### src/rtl/mem_pkg.sv
// Shared encodings for the memory-access stage: access sizes, in_op field positions,
// FSM state type and the size-to-byte-count helper.
package mem_pkg;

   localparam logic [1:0] SZ_B = 2'b00;
   localparam logic [1:0] SZ_H = 2'b01;
   localparam logic [1:0] SZ_W = 2'b10;
   localparam logic [1:0] SZ_D = 2'b11;

   // in_op = {load, store, size[1:0], uns}
   localparam int OP_LOAD     = 4;
   localparam int OP_STORE    = 3;
   localparam int OP_SIZE_LSB = 1;
   localparam int OP_UNS      = 0;

   typedef enum logic [1:0] {S_IDLE, S_REQ, S_WAIT, S_DONE} state_t;

   function automatic logic [3:0] bytes_of(input logic [1:0] size);
      return 4'd1 << size;
   endfunction

endpackage

### src/rtl/mem_lane_align.sv
// Byte-lane steering: store byte enables and lane-shifted write data, and
// extraction plus sign/zero extension of load data, all from {size, uns, off}.
module mem_lane_align
   import mem_pkg::*;
#(
   parameter  int DATA_W = 32,
   localparam int NB     = DATA_W / 8,
   localparam int OFF_W  = $clog2(NB)
) (
   input  logic [1:0]        size,
   input  logic              uns,
   input  logic [OFF_W-1:0]  off,
   input  logic [DATA_W-1:0] wdata,
   input  logic [DATA_W-1:0] rdata,
   output logic [NB-1:0]     be,
   output logic [DATA_W-1:0] wdata_sh,
   output logic [DATA_W-1:0] rdata_ext
);

   logic [3:0]        nbytes;
   logic [DATA_W-1:0] mask;
   logic [DATA_W-1:0] field;
   logic              sign;

   always_comb begin
      nbytes = bytes_of(size);
      if (nbytes > 4'(NB)) nbytes = 4'(NB);
      mask = '0;
      be   = '0;
      for (int i = 0; i < NB; i++) begin
         mask[8*i +: 8] = {8{4'(i) < nbytes}};
         be[i]          = 4'(i) < nbytes;
      end
      be       = be << off;
      wdata_sh = (wdata & mask) << {off, 3'b000};
      field    = (rdata >> {off, 3'b000}) & mask;
      // mask is contiguous from bit 0, so its top set bit marks the field's sign bit
      sign      = |(field & mask & ~(mask >> 1));
      rdata_ext = (uns || !sign) ? field : (field | ~mask);
   end

endmodule

### src/rtl/mem_access_unit.sv
// EXE->WB memory-access stage: request/grant/response data port, lane steering,
// and result hold until WB accepts. Alignment exceptions enabled by MEM_ALIGN_EXC_EN.
module mem_access_unit
   import mem_pkg::*;
#(
   parameter  int ADDR_W = 32,
   parameter  int DATA_W = 32,
   parameter  int RD_W   = 5,
   localparam int NB     = DATA_W / 8,
   localparam int OFF_W  = $clog2(NB)
) (
   input  logic              clk,
   input  logic              rst,
   input  logic              in_valid,
   output logic              in_ready,
   input  logic [4:0]        in_op,
   input  logic [ADDR_W-1:0] in_addr,
   input  logic [DATA_W-1:0] in_wdata,
   input  logic              in_rf_wen,
   input  logic [RD_W-1:0]   in_rd,
   input  logic [31:0]       in_pc,
   output logic              dm_req,
   output logic              dm_we,
   output logic [NB-1:0]     dm_be,
   output logic [ADDR_W-1:0] dm_addr,
   output logic [DATA_W-1:0] dm_wdata,
   input  logic              dm_gnt,
   input  logic              dm_rvalid,
   input  logic [DATA_W-1:0] dm_rdata,
   output logic              out_valid,
   input  logic              out_ready,
   output logic [DATA_W-1:0] out_result,
   output logic              out_rf_wen,
   output logic [RD_W-1:0]   out_rd,
   output logic [31:0]       out_pc,
   output logic              out_exc,
   output logic [ADDR_W-1:0] out_badvaddr,
   output logic [RD_W-1:0]   fwd_wdest,
   output state_t            dbg_state
);

   // Handshakes: a transfer happens on a rising edge where valid && ready; the
   // producer holds its payload stable while valid is high and ready is low.

   state_t state_q, state_d;

   logic              load_q, uns_q, rf_wen_q, exc_q;
   logic [1:0]        size_q;
   logic [ADDR_W-1:0] addr_q;
   logic [DATA_W-1:0] wdata_q, result_q;
   logic [RD_W-1:0]   rd_q;
   logic [31:0]       pc_q;

   logic              accept, is_load, is_mem, misal;
   logic [1:0]        size;
   logic [ADDR_W-1:0] addr_al;
   logic [NB-1:0]     be;
   logic [DATA_W-1:0] wdata_sh, rdata_ext;

   assign accept  = in_valid && (state_q == S_IDLE);
   assign is_load = in_op[OP_LOAD];
   assign is_mem  = in_op[OP_LOAD] || in_op[OP_STORE];
   assign size    = in_op[OP_SIZE_LSB +: 2];

`ifdef MEM_ALIGN_EXC_EN
   assign misal   = is_mem && ((|(in_addr[2:0] & 3'(bytes_of(size) - 4'd1)))
                               || (bytes_of(size) > 4'(NB)));
   assign addr_al = in_addr;
`else
   logic [3:0] nbytes;
   // Without exceptions the access is forced aligned to its (bus-clamped) size
   assign nbytes  = (bytes_of(size) > 4'(NB)) ? 4'(NB) : bytes_of(size);
   assign misal   = 1'b0;
   assign addr_al = is_mem ? (in_addr & ~ADDR_W'(nbytes - 4'd1)) : in_addr;
`endif

   always_ff @(posedge clk or posedge rst) begin
      if (rst) state_q <= S_IDLE;
      else     state_q <= state_d;
   end

   always_comb begin
      state_d  = state_q;
      in_ready = 1'b0;
      dm_req   = 1'b0;
      dm_we    = 1'b0;
      dm_be    = '0;
      dm_addr  = '0;
      dm_wdata = '0;
      unique case (state_q)
         S_IDLE: begin
            in_ready = 1'b1;
            if (accept) state_d = (is_mem && !misal) ? S_REQ : S_DONE;
         end
         S_REQ: begin
            dm_req   = 1'b1;
            dm_we    = !load_q;
            dm_be    = be;
            dm_addr  = {addr_q[ADDR_W-1:OFF_W], {OFF_W{1'b0}}};
            dm_wdata = load_q ? '0 : wdata_sh;
            if (dm_gnt) state_d = load_q ? S_WAIT : S_DONE;
         end
         S_WAIT: if (dm_rvalid) state_d = S_DONE;
         S_DONE: if (out_ready) state_d = S_IDLE;
         default: state_d = S_IDLE;
      endcase
   end

   always_ff @(posedge clk or posedge rst) begin
      if (rst) begin
         load_q   <= 1'b0;
         uns_q    <= 1'b0;
         rf_wen_q <= 1'b0;
         exc_q    <= 1'b0;
         size_q   <= '0;
         addr_q   <= '0;
         wdata_q  <= '0;
         result_q <= '0;
         rd_q     <= '0;
         pc_q     <= '0;
      end else if (accept) begin
         load_q   <= is_load;
         uns_q    <= in_op[OP_UNS];
         rf_wen_q <= in_rf_wen;
         exc_q    <= misal;
         size_q   <= size;
         addr_q   <= addr_al;
         wdata_q  <= in_wdata;
         result_q <= DATA_W'(in_addr);
         rd_q     <= in_rd;
         pc_q     <= in_pc;
      end else if (state_q == S_WAIT && dm_rvalid) begin
         result_q <= rdata_ext;
      end
   end

   mem_lane_align #(.DATA_W(DATA_W)) u_lane (
      .size      (size_q),
      .uns       (uns_q),
      .off       (addr_q[OFF_W-1:0]),
      .wdata     (wdata_q),
      .rdata     (dm_rdata),
      .be        (be),
      .wdata_sh  (wdata_sh),
      .rdata_ext (rdata_ext)
   );

   assign out_valid  = (state_q == S_DONE);
   assign out_result = result_q;
   assign out_rf_wen = out_valid && rf_wen_q && !exc_q;
   assign out_rd     = rd_q;
   assign out_pc     = pc_q;
   assign fwd_wdest  = (state_q != S_IDLE && rf_wen_q) ? rd_q : '0;
   assign dbg_state  = state_q;

`ifdef MEM_ALIGN_EXC_EN
   assign out_exc      = out_valid && exc_q;
   assign out_badvaddr = exc_q ? addr_q : '0;
`else
   assign out_exc      = 1'b0;
   assign out_badvaddr = '0;
`endif

endmodule

### config.mk
export PLATFORM = sky130hd
export DESIGN_NAME = mem_access_unit
export DESIGN_NICKNAME = d
export VERILOG_FILES = /design/src/rtl/mem_pkg.sv /design/src/rtl/mem_lane_align.sv /design/src/rtl/mem_access_unit.sv
export SDC_FILE = /design/constraint.sdc
export NUM_CORES = 1
export LEC_CHECK = 0
export ABC_AREA = 1
export BUFFER_PORTS_ARGS = -buffer_cell sky130_fd_sc_hd__buf_2
export CAP_MARGIN = 20
export CORE_MARGIN = 3
export CORE_UTILIZATION = 40
export CTS_CLUSTER_DIAMETER = 30
export DETAILED_ROUTE_END_ITERATION = 16
export PLACE_DENSITY = 0.74
export SLEW_MARGIN = 10
export SYNTH_ARGS = -nofsm -noshare
export SYNTH_HDL_FRONTEND = slang
export SYNTH_SLANG_ARGS = --single-unit
### constraint.sdc
create_clock -name clk -period 4.57 [get_ports clk]
set_input_delay 0.457 -clock clk [delete_from_list [all_inputs] [get_ports clk]]
set_output_delay 0.457 -clock clk [all_outputs]
set_load 0.005 [all_outputs]
==> metrics.cfg <==
[synth]
synth.yosys.seq_area_share_pct=46.7
syn-cell-area_sq_um=7500
ys_ff_latch=140
postSynthCellCount=1061
netlist-cell-type-count=27
synthesis.yosys.warnings=0
synth.avg_cell_area_sq_um=7.07

[floorplan]
core.rowCount=49
floorplan.core_area_sq_um=18200
die_h_um=143
chipWidth_um=143
start_util_pct=41.2
io-pin-count=327
die_ar_sq_um=20400

[cts]
clock_tree_from_tritoncts=yes
cts_resized=0
cts_setup_buffers=0
worst_setup_hold_path_clk_slew_ns=0.07
cts.root.buffer_cell=clkbuf_16
cts.sinks=140
h-tree-depth=4
clk_latency_ns=0.43
numCtsBuffers=17
holdBufCountCts=0
buffer_levels_on_the_longest_clock_path=2

[setup_path]
worstPathRequired_ns=4.11
worst_ep_arrival_time_ns=2.80
cp-end-kind=primary output
critical-path-max-stage-delay_ns=0.43
cpMostUsedCell=inv_1
critical_path.cell_chain=inv_1 > ha_1 > buf_4 > inv_1 > nor2_2 > clkinv_1 > nor2_2 > nand3_1 > inv_1 > buf_2
critPathLaunch=dbg_state[1]$_DFFE_PP0P_
flop_to_flop_setup_slack_ns=1.95
worstSetupPathType=reg2out
highest_delay_cell_along_the_critical_path=dfrtp_1
worstPathBufferInverterCount=6
timing.rr.end=out_result[0]$_DFFE_PP0P_
crit_fanout=33
reg2reg_from=dbg_state[1]$_DFFE_PP0P_
timing.critical_path.from_type=flip-flop
timing.reg2reg.worst_path_depth=7
cp_top_delay_family=buffers and inverters

[global_routing]
track_usage_pct=23.6
grt_start_max_net_pins=88
grt_first_pass_wirelength_um=37500
grt_antenna_before_repair=3
grt_overflow=0
first_global_vias=6956

[placement]
placement.cell_area_sq_um=8970
gp_congestion=0.912
dpl.hpwl_um=17900
port_buf_inserts=291

[sta]
final-setup-viol-count=0
timing.final.hold_violations=0
layout_min_cycle_time_ns=3.26
worst_hold_slack_ns=0.0915
slew-limit-headroom_pct=38.4
maxClockFrequency_ghz=0.307
setup_tns_ns=0
slew_of_the_pin_with_the_lowest_slew_margin_ns=0.924
setup_repair_after_global_routing_missed_its_margin=no
fin_worst_skew_ns=0.0111
timing.final.crit_share_pct=71.2
slew_viol_final=0

[run]
maxCapViolations=0

[drt]
post_drt_via_cell_ratio=4.85
initialDrtViolationCount=588
remaining_drc_errors=0
vias=7608
detail_route.wl_per_cell_um=15.6
antenna_left=0
detail_route.first_pass.iterations=5
totalWireLength_um=24400

[final_layout]
layout.nets=1473
post_route_cells_drive_above_1_share_pct=25.8
layout-area-overhead-vs-synth_pct=27.2
fin_area_sq_um=9540

[power_and_ir_drop]
power_leakage_nw=5.74
max-vdd-ir-drop_mv=0.303
powerDensity_nw_per_um2=699

[min_path]
worst_hold_path_type=in2async

[outcome]
outcome=complete, no violations

==> layer usage <==
metal  part of all wire, %  up-vias  GRT usage, %
met3                   7.7       39          5.96
met2                    45      341          35.5
li1                      -     3721             -
met4                   2.3        0          7.80
met1                    45     3507          33.4
met5                     0        -             0
==> logic make-up after synthesis <==
logic type	after synthesis	synth area share, %
buf+inv	216	12.9
compound gates	138	10.3
fa+ha+maj	4	0.668
flops	140	46.7
other cells	1	0.0500
simple gates	562	29.3
==> registers in the layout, indices dropped and copies added (netlist names) <==
signal / flops
load_q: 1
dbg_state: 2
out_pc: 32
wdata_q: 32
rf_wen_q: 1
out_rd: 5
uns_q: 1
addr_q: 32
out_result: 32
size_q: 2
==> power by group <==
part / internal (mW) / switching (mW)
clock network: 0.759 / 0.586
logic: 1.12 / 1.99
registers: 1.85 / 0.368
total: 3.72 / 2.94
==> synth_stat cells <==
| library cell | instances | share of area (%) |
|---|---|---|
| nand2_1 | 439 | 22 |
| dfrtp_1 | 140 | 47 |
| inv_1 | 122 | 6.1 |
| nor2_1 | 80 | 4.0 |
| o21ai_0 | 75 | 5.0 |
| buf_4 | 35 | 3.5 |
| a21oi_1 | 33 | 2.2 |
| clkbuf_1 | 31 | 1.6 |
| nor3_1 | 17 | 1.1 |
| buf_2 | 16 | 1.1 |
| nand3_1 | 16 | 1.1 |
| o211ai_1 | 13 | 1.3 |
| a221oi_1 | 11 | 1.3 |
| buf_1 | 7 | 0.35 |
| ha_1 | 4 | 0.67 |
| nor2_2 | 4 | 0.33 |
| inv_2 | 3 | 0.15 |
| nand4_1 | 3 | 0.25 |
| a41oi_1 | 2 | 0.23 |
| nand3_2 | 2 | 0.27 |
| o22ai_1 | 2 | 0.17 |
| a31oi_1 | 1 | 0.083 |
| buf_6 | 1 | 0.15 |
| clkinv_1 | 1 | 0.050 |
| conb_1 | 1 | 0.050 |
| nand3_4 | 1 | 0.23 |
| o21ai_1 | 1 | 0.067 |
==> cells in the final DEF, fill, tap and decap left out, types with 2 or more instances in the layout <==
master and count:
inv_2 2, nand4_1 3, nand3_1 16, buf_4 9, a221oi_1 11, o22ai_1 2
o211ai_1 13, o21ai_0 75, inv_1 121, buf_2 291, a21oi_1 33, dfrtp_1 139
nor3_1 17, nand2_1 438, clkbuf_16 17, conb_1 35, nor2_1 80, clkinvlp_4 3
clkinv_2 2, a41oi_1 2, inv_6 8, ha_1 4, nor2_2 4, diode_2 3
nand3_2 2
==> worst max-delay path by stage <==
stage                             to  slack, ns  depth (start not counted)
2_1_floorplan  addr_q[0]$_DFFE_PP0P_       0.36                          1
3_3_place_gp            dm_wdata[31]       1.89                         10
3_5_place_dp            dm_wdata[24]       1.76                         10
4_1_cts                 dm_wdata[24]       1.29                         10
5_1_grt                 dm_wdata[25]       1.04                         10
6_report                dm_wdata[24]       1.31                         10
==> final cells by class <==
type | instances | area, sq um
clock inverter | 14 | 133
sequential | 140 | 3500
inverter | 126 | 480
tap | 229 | 287
antenna | 3 | 7.51
fill | 1795 | 8670
timing repair buffer | 300 | 1520
multi-input combinational | 739 | 3170
clock buffer | 18 | 429
==> metrics by stage <==
| stage | power [mW] | setup slack (ns) | std cells | utilization (%) |
|---|---|---|---|---|
| 4_1_cts | 6.70 | 1.29 | 1566 | 52.3 |
| 3_5_place_dp | 5.33 | 1.76 | 1534 | 49.2 |
| 2_1_floorplan | 4.17 | 0.360 | 1095 | - |
| 5_1_grt | 7.27 | 1.04 | 1569 | 52.4 |
| 6_report | 6.66 | 1.31 | 1569 | 52.4 |
| 3_3_place_gp | 5.26 | 1.89 | 1534 | 49.2 |
Note: power is estimated with default switching activity, not from simulation.
